**config.mk**
```make
export PLATFORM = sky130hd
export DESIGN_NAME = axis_rr_arbiter
export DESIGN_NICKNAME = d
export VERILOG_FILES = /design/src/rtl/axis_rr_arbiter.sv
export SDC_FILE = /design/constraint.sdc
export NUM_CORES = 1
export LEC_CHECK = 0
export ABC_AREA = 1
export CAP_MARGIN = 20
export CELL_PAD_IN_SITES_DETAIL_PLACEMENT = 1
export CELL_PAD_IN_SITES_GLOBAL_PLACEMENT = 1
export CORE_MARGIN = 4
export CORE_UTILIZATION = 27
export CTS_BUF_LIST = sky130_fd_sc_hd__clkbuf_4 sky130_fd_sc_hd__clkbuf_8
export DETAILED_ROUTE_END_ITERATION = 12
export PLACE_DENSITY = 0.76
export SLEW_MARGIN = 10
export SYNTH_ARGS = -nofsm -noshare
export SYNTH_HDL_FRONTEND = slang
export SYNTH_SLANG_ARGS = --single-unit
```
**constraint.sdc**
```tcl
create_clock -name clk_i -period 1.3 [get_ports clk_i]
set_input_delay 0.26 -clock clk_i [delete_from_list [all_inputs] [get_ports clk_i]]
set_output_delay 0.26 -clock clk_i [all_outputs]
set_load 0.005 [all_outputs]
```
**src/rtl/axis_rr_arbiter.sv**
```systemverilog
// N-to-1 AXI-Stream arbiter: round-robin grant, locked until the granted
// source's tlast beat is accepted, with a single registered output stage.
module axis_rr_arbiter #(
  parameter int N      = 4,
  parameter int DATA_W = 4,
  localparam int ID_W  = $clog2(N)
) (
  input  logic                clk_i,
  input  logic                arstn_i,
  input  logic [N-1:0]        s_tvalid_i,
  output logic [N-1:0]        s_tready_o,
  input  logic [N*DATA_W-1:0] s_tdata_i,
  input  logic [N-1:0]        s_tlast_i,
  output logic                m_tvalid_o,
  input  logic                m_tready_i,
  output logic [DATA_W-1:0]   m_tdata_o,
  output logic                m_tlast_o,
  output logic [ID_W-1:0]     m_tid_o,
  output logic                busy_o
);

  typedef enum logic {IDLE, LOCKED} state_t;

  state_t          state;
  logic [ID_W-1:0] g;
  logic [ID_W-1:0] ptr;
  logic [ID_W-1:0] pick;
  logic            can_load;
  logic            src_hs;

  // Scan downwards so the last hit is the closest requester at or after ptr;
  // the ID_W-bit add wraps modulo N because N is a power of two.
  always_comb begin
    pick = ptr;
    for (int unsigned i = N; i > 0; i--) begin
      if (s_tvalid_i[ptr + ID_W'(i - 1)]) pick = ptr + ID_W'(i - 1);
    end
  end

  assign can_load = !m_tvalid_o || m_tready_i;
  assign src_hs   = (state == LOCKED) && s_tvalid_i[g] && can_load;
  assign busy_o   = (state == LOCKED);

  always_comb begin
    s_tready_o = '0;
    if (state == LOCKED) s_tready_o[g] = can_load;
  end

  always_ff @(posedge clk_i or negedge arstn_i) begin
    if (!arstn_i) begin
      state      <= IDLE;
      g          <= '0;
      ptr        <= '0;
      m_tvalid_o <= 1'b0;
      m_tdata_o  <= '0;
      m_tlast_o  <= 1'b0;
      m_tid_o    <= '0;
    end else begin
      case (state)
        IDLE: begin
          if (|s_tvalid_i) begin
            g     <= pick;
            state <= LOCKED;
          end
        end
        LOCKED: begin
          if (src_hs && s_tlast_i[g]) begin
            ptr   <= g + ID_W'(1);
            state <= IDLE;
          end
        end
        default: state <= IDLE;
      endcase

      if (src_hs) begin
        m_tvalid_o <= 1'b1;
        m_tdata_o  <= s_tdata_i[g*DATA_W +: DATA_W];
        m_tlast_o  <= s_tlast_i[g];
        m_tid_o    <= g;
      end else if (m_tready_i) begin
        m_tvalid_o <= 1'b0;
      end
    end
  end

endmodule

```
======== Yosys cells after proc, flatten, opt, wreduce, memory -nomap -nowiden ========
Index checks and enable logic that the tools add are counted.
storage, ports and cells
  ROM bits ................................ 0
  bits of input ports ..................... 27
  register bits ........................... 13
  word-level logic and storage cells ...... 54
  memories ................................ 0
  bits in latches ......................... 0
  memory bits (writable) .................. 0
  output and inout port bits .............. 13
operators by class
  shift-type cells ........................ 1
  multipliers ............................. 0
  mux-type cells .......................... 24
  $lt $le $gt $ge ......................... 6
  equality and inequality tests ........... 0
  bitwise gates (word level) .............. 2
  $add $sub $neg .......................... 4
  reduce and logical (&&, ||, !) cells .... 10
  divide/modulo/power cells ............... 0
operators by type and width
  cell                                                                count
  variable part select 16 x 5 -> 4 bit                                1
  less-than comparator 2 x 3 -> 1 bit (second input constant)         5
  binary-select mux 1 bit (select 2 bit)                              6
  2-to-1 mux 1 bit                                                    11
  2-to-1 mux 2 bit                                                    4
  adder 2 x 1 -> 2 bit (second input constant)                        2
  adder 2 bit (second input constant)                                 2
  AND 4 bit                                                           1
  logical AND 1 bit                                                   4
  2-to-1 mux 4 bit                                                    1
  AND reduction 2 bit                                                 2
  OR reduction 4 bit                                                  1
  demux 1 bit (select 2 bit)                                          1
  greater-or-equal comparator 2 x 1 -> 1 bit (second input constant)  1
  case mux 1 bit (2 select lines)                                     1
  nonzero test 2 bit                                                  1
  logical NOT 1 bit                                                   1
  logical OR 1 bit                                                    1
  NOT 1 bit                                                           1

======== Logic depth before layout (Yosys ltp) ========
  word-level depth ........................ 7
  depth in mapped cells ................... 12
  gate-level depth less buffers ........... 11

======== Least setup slack after synthesis ========
Ideal clock, no wire load.
  path type ............................... reg-to-output
  start ................................... register g[0]
  end ..................................... output port s_tready_o[0]
  setup slack ............................. -11 ps
  required time ........................... 1040 ps
  cell stages (with the launch flop) ...... 6
  arrival ................................. 1051 ps
  cells stage by stage .................... dfrtp_1 inv_1 buf_2 ha_1 nand2_1 nor2_1
between the ends
  cells in the longest elaborated chain, start to end .. 6
  elaborated cells between the ends (all ways) .. 7
ends and longest elaborated chain
  what                                                                                                                     line  RTL
  start, declared                                                                                                          25    logic [ID_W-1:0] g;
  start signal, assigned                                                                                                   62    g <= pick;
  less-than comparator 2 x 3 -> 1 bit (implied by the code) or greater-or-equal comparator 2 x 1 -> 1 bit (tied branches)  46    if (state == LOCKED) s_tready_o[g] = can_load;
  logical AND 1 bit (implied by the code)                                                                                  46
  2-to-1 mux 1 bit (implied by the code)                                                                                   46
  demux 1 bit (select 2 bit) *                                                                                             46
  AND 4 bit (no line) *                                                                                                    --
  2-to-1 mux 4 bit *                                                                                                       46
  end, declared                                                                                                            11    output logic [N-1:0] s_tready_o,
Mark *: on every way between the ends. The rest lies on a longest branch, timed or not.

======== Worst setup path after layout ========
  start ................................... register g[0]
  end ..................................... register m_tdata_o[3]
between the ends
  cells in the longest elaborated chain, start to end .. 4
  elaborated cells between the ends (all ways) .. 5
ends and longest elaborated chain
  what                                                                                          line  RTL
  parallel branches: the longest is 4 deep, another holds variable part select 16 x 5 -> 4 bit  --
  end signal, assigned                                                                          77    m_tdata_o <= s_tdata_i[g*DATA_W +: DATA_W];
  end, declared                                                                                 16    output logic [DATA_W-1:0] m_tdata_o,
Parallel ways; which one is timed is not known. The select of a mux whose other input is x is not followed.
A chain may end at the register's enable or synchronous reset.

==> results <==
[worst min path at each step]
stage	start	endpoint	slack (ns)	cells after the start
global route	arstn_i	m_tid_o[1]	0.35	2
global placement	m_tid_o[1]	m_tid_o[1]	0.46	2
floorplan	arstn_i	busy_o	-0.04	0
CTS	arstn_i	m_tdata_o[1]	0.33	2
finish	arstn_i	m_tlast_o	0.33	2
detailed placement	m_tid_o[1]	m_tid_o[1]	0.47	2
[cells by family (layout without fill, tap and decap cells)]
| logic type | after synthesis | in the layout |
|---|---|---|
| simple gates | 84 | 84 |
| compound gates | 28 | 28 |
| buf+inv | 23 | 108 |
| flops | 13 | 13 |
| fa+ha+maj | 4 | 4 |
[final cells by class]
class / instances / area, µm² / share of cell area
inverter: 18 / 82.6 / 0.0391
timing repair buffer: 86 / 792 / 0.375
sequential: 13 / 328 / 0.155
tap: 46 / 57.6 / 0.0273
multi-input combinational: 116 / 802 / 0.380
clock buffer: 4 / 48.8 / 0.0231
[metal layers]
metal	vias to the layer above	routed length (µm)	global-route usage
met5	-	0	0
met4	0	208	0.122
met3	21	249	0.0438
met2	47	2800	0.380
met1	652	1810	0.209
li1	652	-	-
[worst register-to-register path, stage by stage (launching register included)]
cell and delay (ns):
dfrtp_1 0.38, buf_6 0.13, inv_8 0.04, buf_6 0.12, buf_8 0.12, buf_4 0.15, o21ai_0 0.23, o22ai_1 0.15
nand2_2 0.11, nand2_2 0.06
[repair_timing]
action | CTS | global route
resized for setup | 57 | 66
hold endpoints to repair | 0 | 0
setup endpoints to repair | 26 | 17
setup buffers | 13 | 11
pin swaps | 12 | 29
[sequential cells by signal, summed over array words and instances (netlist names)]
name and flops:
m_tdata_o 4, m_tlast_o 1, m_tvalid_o 1, g 2
busy_o 1, ptr 2, m_tid_o 2
[cell usage after synthesis, drive strengths merged (4+ instances only)]
| cell type | count |
|---|---|
| buf | 5 |
| dfrtp | 13 |
| ha | 4 |
| inv | 18 |
| nand2 | 55 |
| nand3 | 8 |
| nor2 | 21 |
| o21ai | 19 |
| o22ai | 5 |
[metrics by stage]
stage	setup slack, ns	utilization
2_1_floorplan	0.0143	-
3_3_place_gp	-0.473	0.462
3_5_place_dp	-0.528	0.462
4_1_cts	-0.255	0.528
5_1_grt	-0.341	0.613
6_report	-0.281	0.613
[power by group through the flow]
stage          sequential, W  clock (W)  combinational, W
2_1_floorplan       0.000751          0           0.00149
3_3_place_gp        0.000788          0           0.00259
3_5_place_dp        0.000799          0           0.00271
4_1_cts             0.000776   0.000402           0.00326
5_1_grt             0.000820   0.000436           0.00468
6_report            0.000801   0.000396           0.00428
==> metrics.cfg <==
[status]
run_status = finished, violations left
failed_checks = setup timing

[worst_setup_path]
regToRegStartpoint = g[0]
crit_type = register to register
worst-path-stages = 9
max_stage_delay_ns = 0.38
crit_start = g[0]
critical_path.max_fanout = 7
crit_path_start_kind = register
crit_chain = buf_6 -> inv_8 -> buf_6 -> buf_8 -> buf_4 -> o21ai_0 -> o22ai_1 -> nand2_2 -> nand2_2
r2r-end = m_tdata_o[3]
r2r_setup_slack_ns = -0.28
rr_worst_depth = 9
cp.required_ns = 1.44
end_kind = register
cp_num_buf_inv = 5
slowest_stage = dfrtp_1
critical_path.endpoint = m_tdata_o[3]
path_delay_family = buffers and inverters
crit_arrival_ns = 1.72

[pwr]
power.internal_w = 0.00292
power.density_nw_per_um2 = 2600
vdd_drop_max_mv = 1.05
swShare = 0.467
power_w = 0.00548
combPwrFrac = 0.782
clock_power_share = 0.072
power_switching_w = 0.00256
p_leak_nw = 1.06
seqPwrFrac = 0.146

[drt]
ant_nets = 0
drt_iter0_drc = 56
vias = 1372
routed_via_density = 4.85
dr.pass1.iters = 6
routedWlPerCell_um = 17.9
drc = 0
wirelength_um = 5070

[sta]
rsz0062_at_grt = true
timing.final.ws_setup_ns = -0.281
finalSetupTns_ns = -3.31
max_freq_ghz = 0.632
worst_pin_slew_ns = 0.308
hold_viol = 0
hold-worst-slack_ns = 0.326
relSlewSlack = 0.793
period_minus_slack_ns = 1.58
setup_viol = 17
fin_crit_sh = 1.22
slew_viol_final = 0
skew_ns = 0.00151

[logic_synthesis]
synth_top_area_frac = 0.328
synth_top_family_by_area = simple AND/OR/NAND/NOR gates
synth_compound_area_frac = 0.177
synth.area.mux_share = 0
synth_xor_area_frac = 0
netlist_area_um2 = 992
ys_warn_count = 0
ys.flop_type = dfrtp_1
async_flop_share = 1.00
synth_top_area_cell = dfrtp_1
synth-edff-count = 0
synth-adder-area-share = 0.0504
synth_fp_nets = 183
synthDistinctLibCells = 22
seq_area_frac_synth = 0.328
ys_seq_elements = 13
synth_area_leaders = dfrtp_1 33%, nand2_1 20%, nor2_1 7.6%
synth_area_per_cell_um2 = 6.53
synthSimpleGateAreaFrac = 0.338
synthCells = 152

[global_route]
grt_pass1_vias = 1542
grt_usage = 0.205
antenna_found_initial = 0
grt_max_degree = 14
overflow = 0
grt_pass1_wl_um = 7140

[place]
dpl_cell_area_um2 = 1590
dpl.hpwl_um = 2870
dp_cells = 255
portBuffers = 39
gp_congestion = 0.801

[cts]
clk_root_buffer_cell = clkbuf_8
cts.path.max_buffers = 2
clk_pin_slew_worst_paths_ns = 0.06
cts_tree = done
cts_buffers = 3
cts_sinks = 13
insertion_delay_ns = 0.24
cts_hold_buf = 0
h-tree-depth = 1

[final_layout]
drive_gt1_frac = 0.515
final_area_um2 = 2110
fillerInstances = 416
final_common_cell = buf_4
area_growth_pct = 113
finalNonFillerCells = 283
layout_common_cells = 33 x buf_4, 26 x nand2_2, 23 x clkdlybuf4s50_1
nets = 269
n_antenna_cell = 0

[die]
die_area_um2 = 4710
core-area_um2 = 3440
die_w_um = 68.6
num_rows = 21
top_level_ports = 40
initial_core_util = 0.288
die-height_um = 68.6

[min_path]
hold_path.class = input port to asynchronous set/reset pin

[flow_run]
drv_cap = 0

No activity file was read; power rests on OpenSTA's default activity.
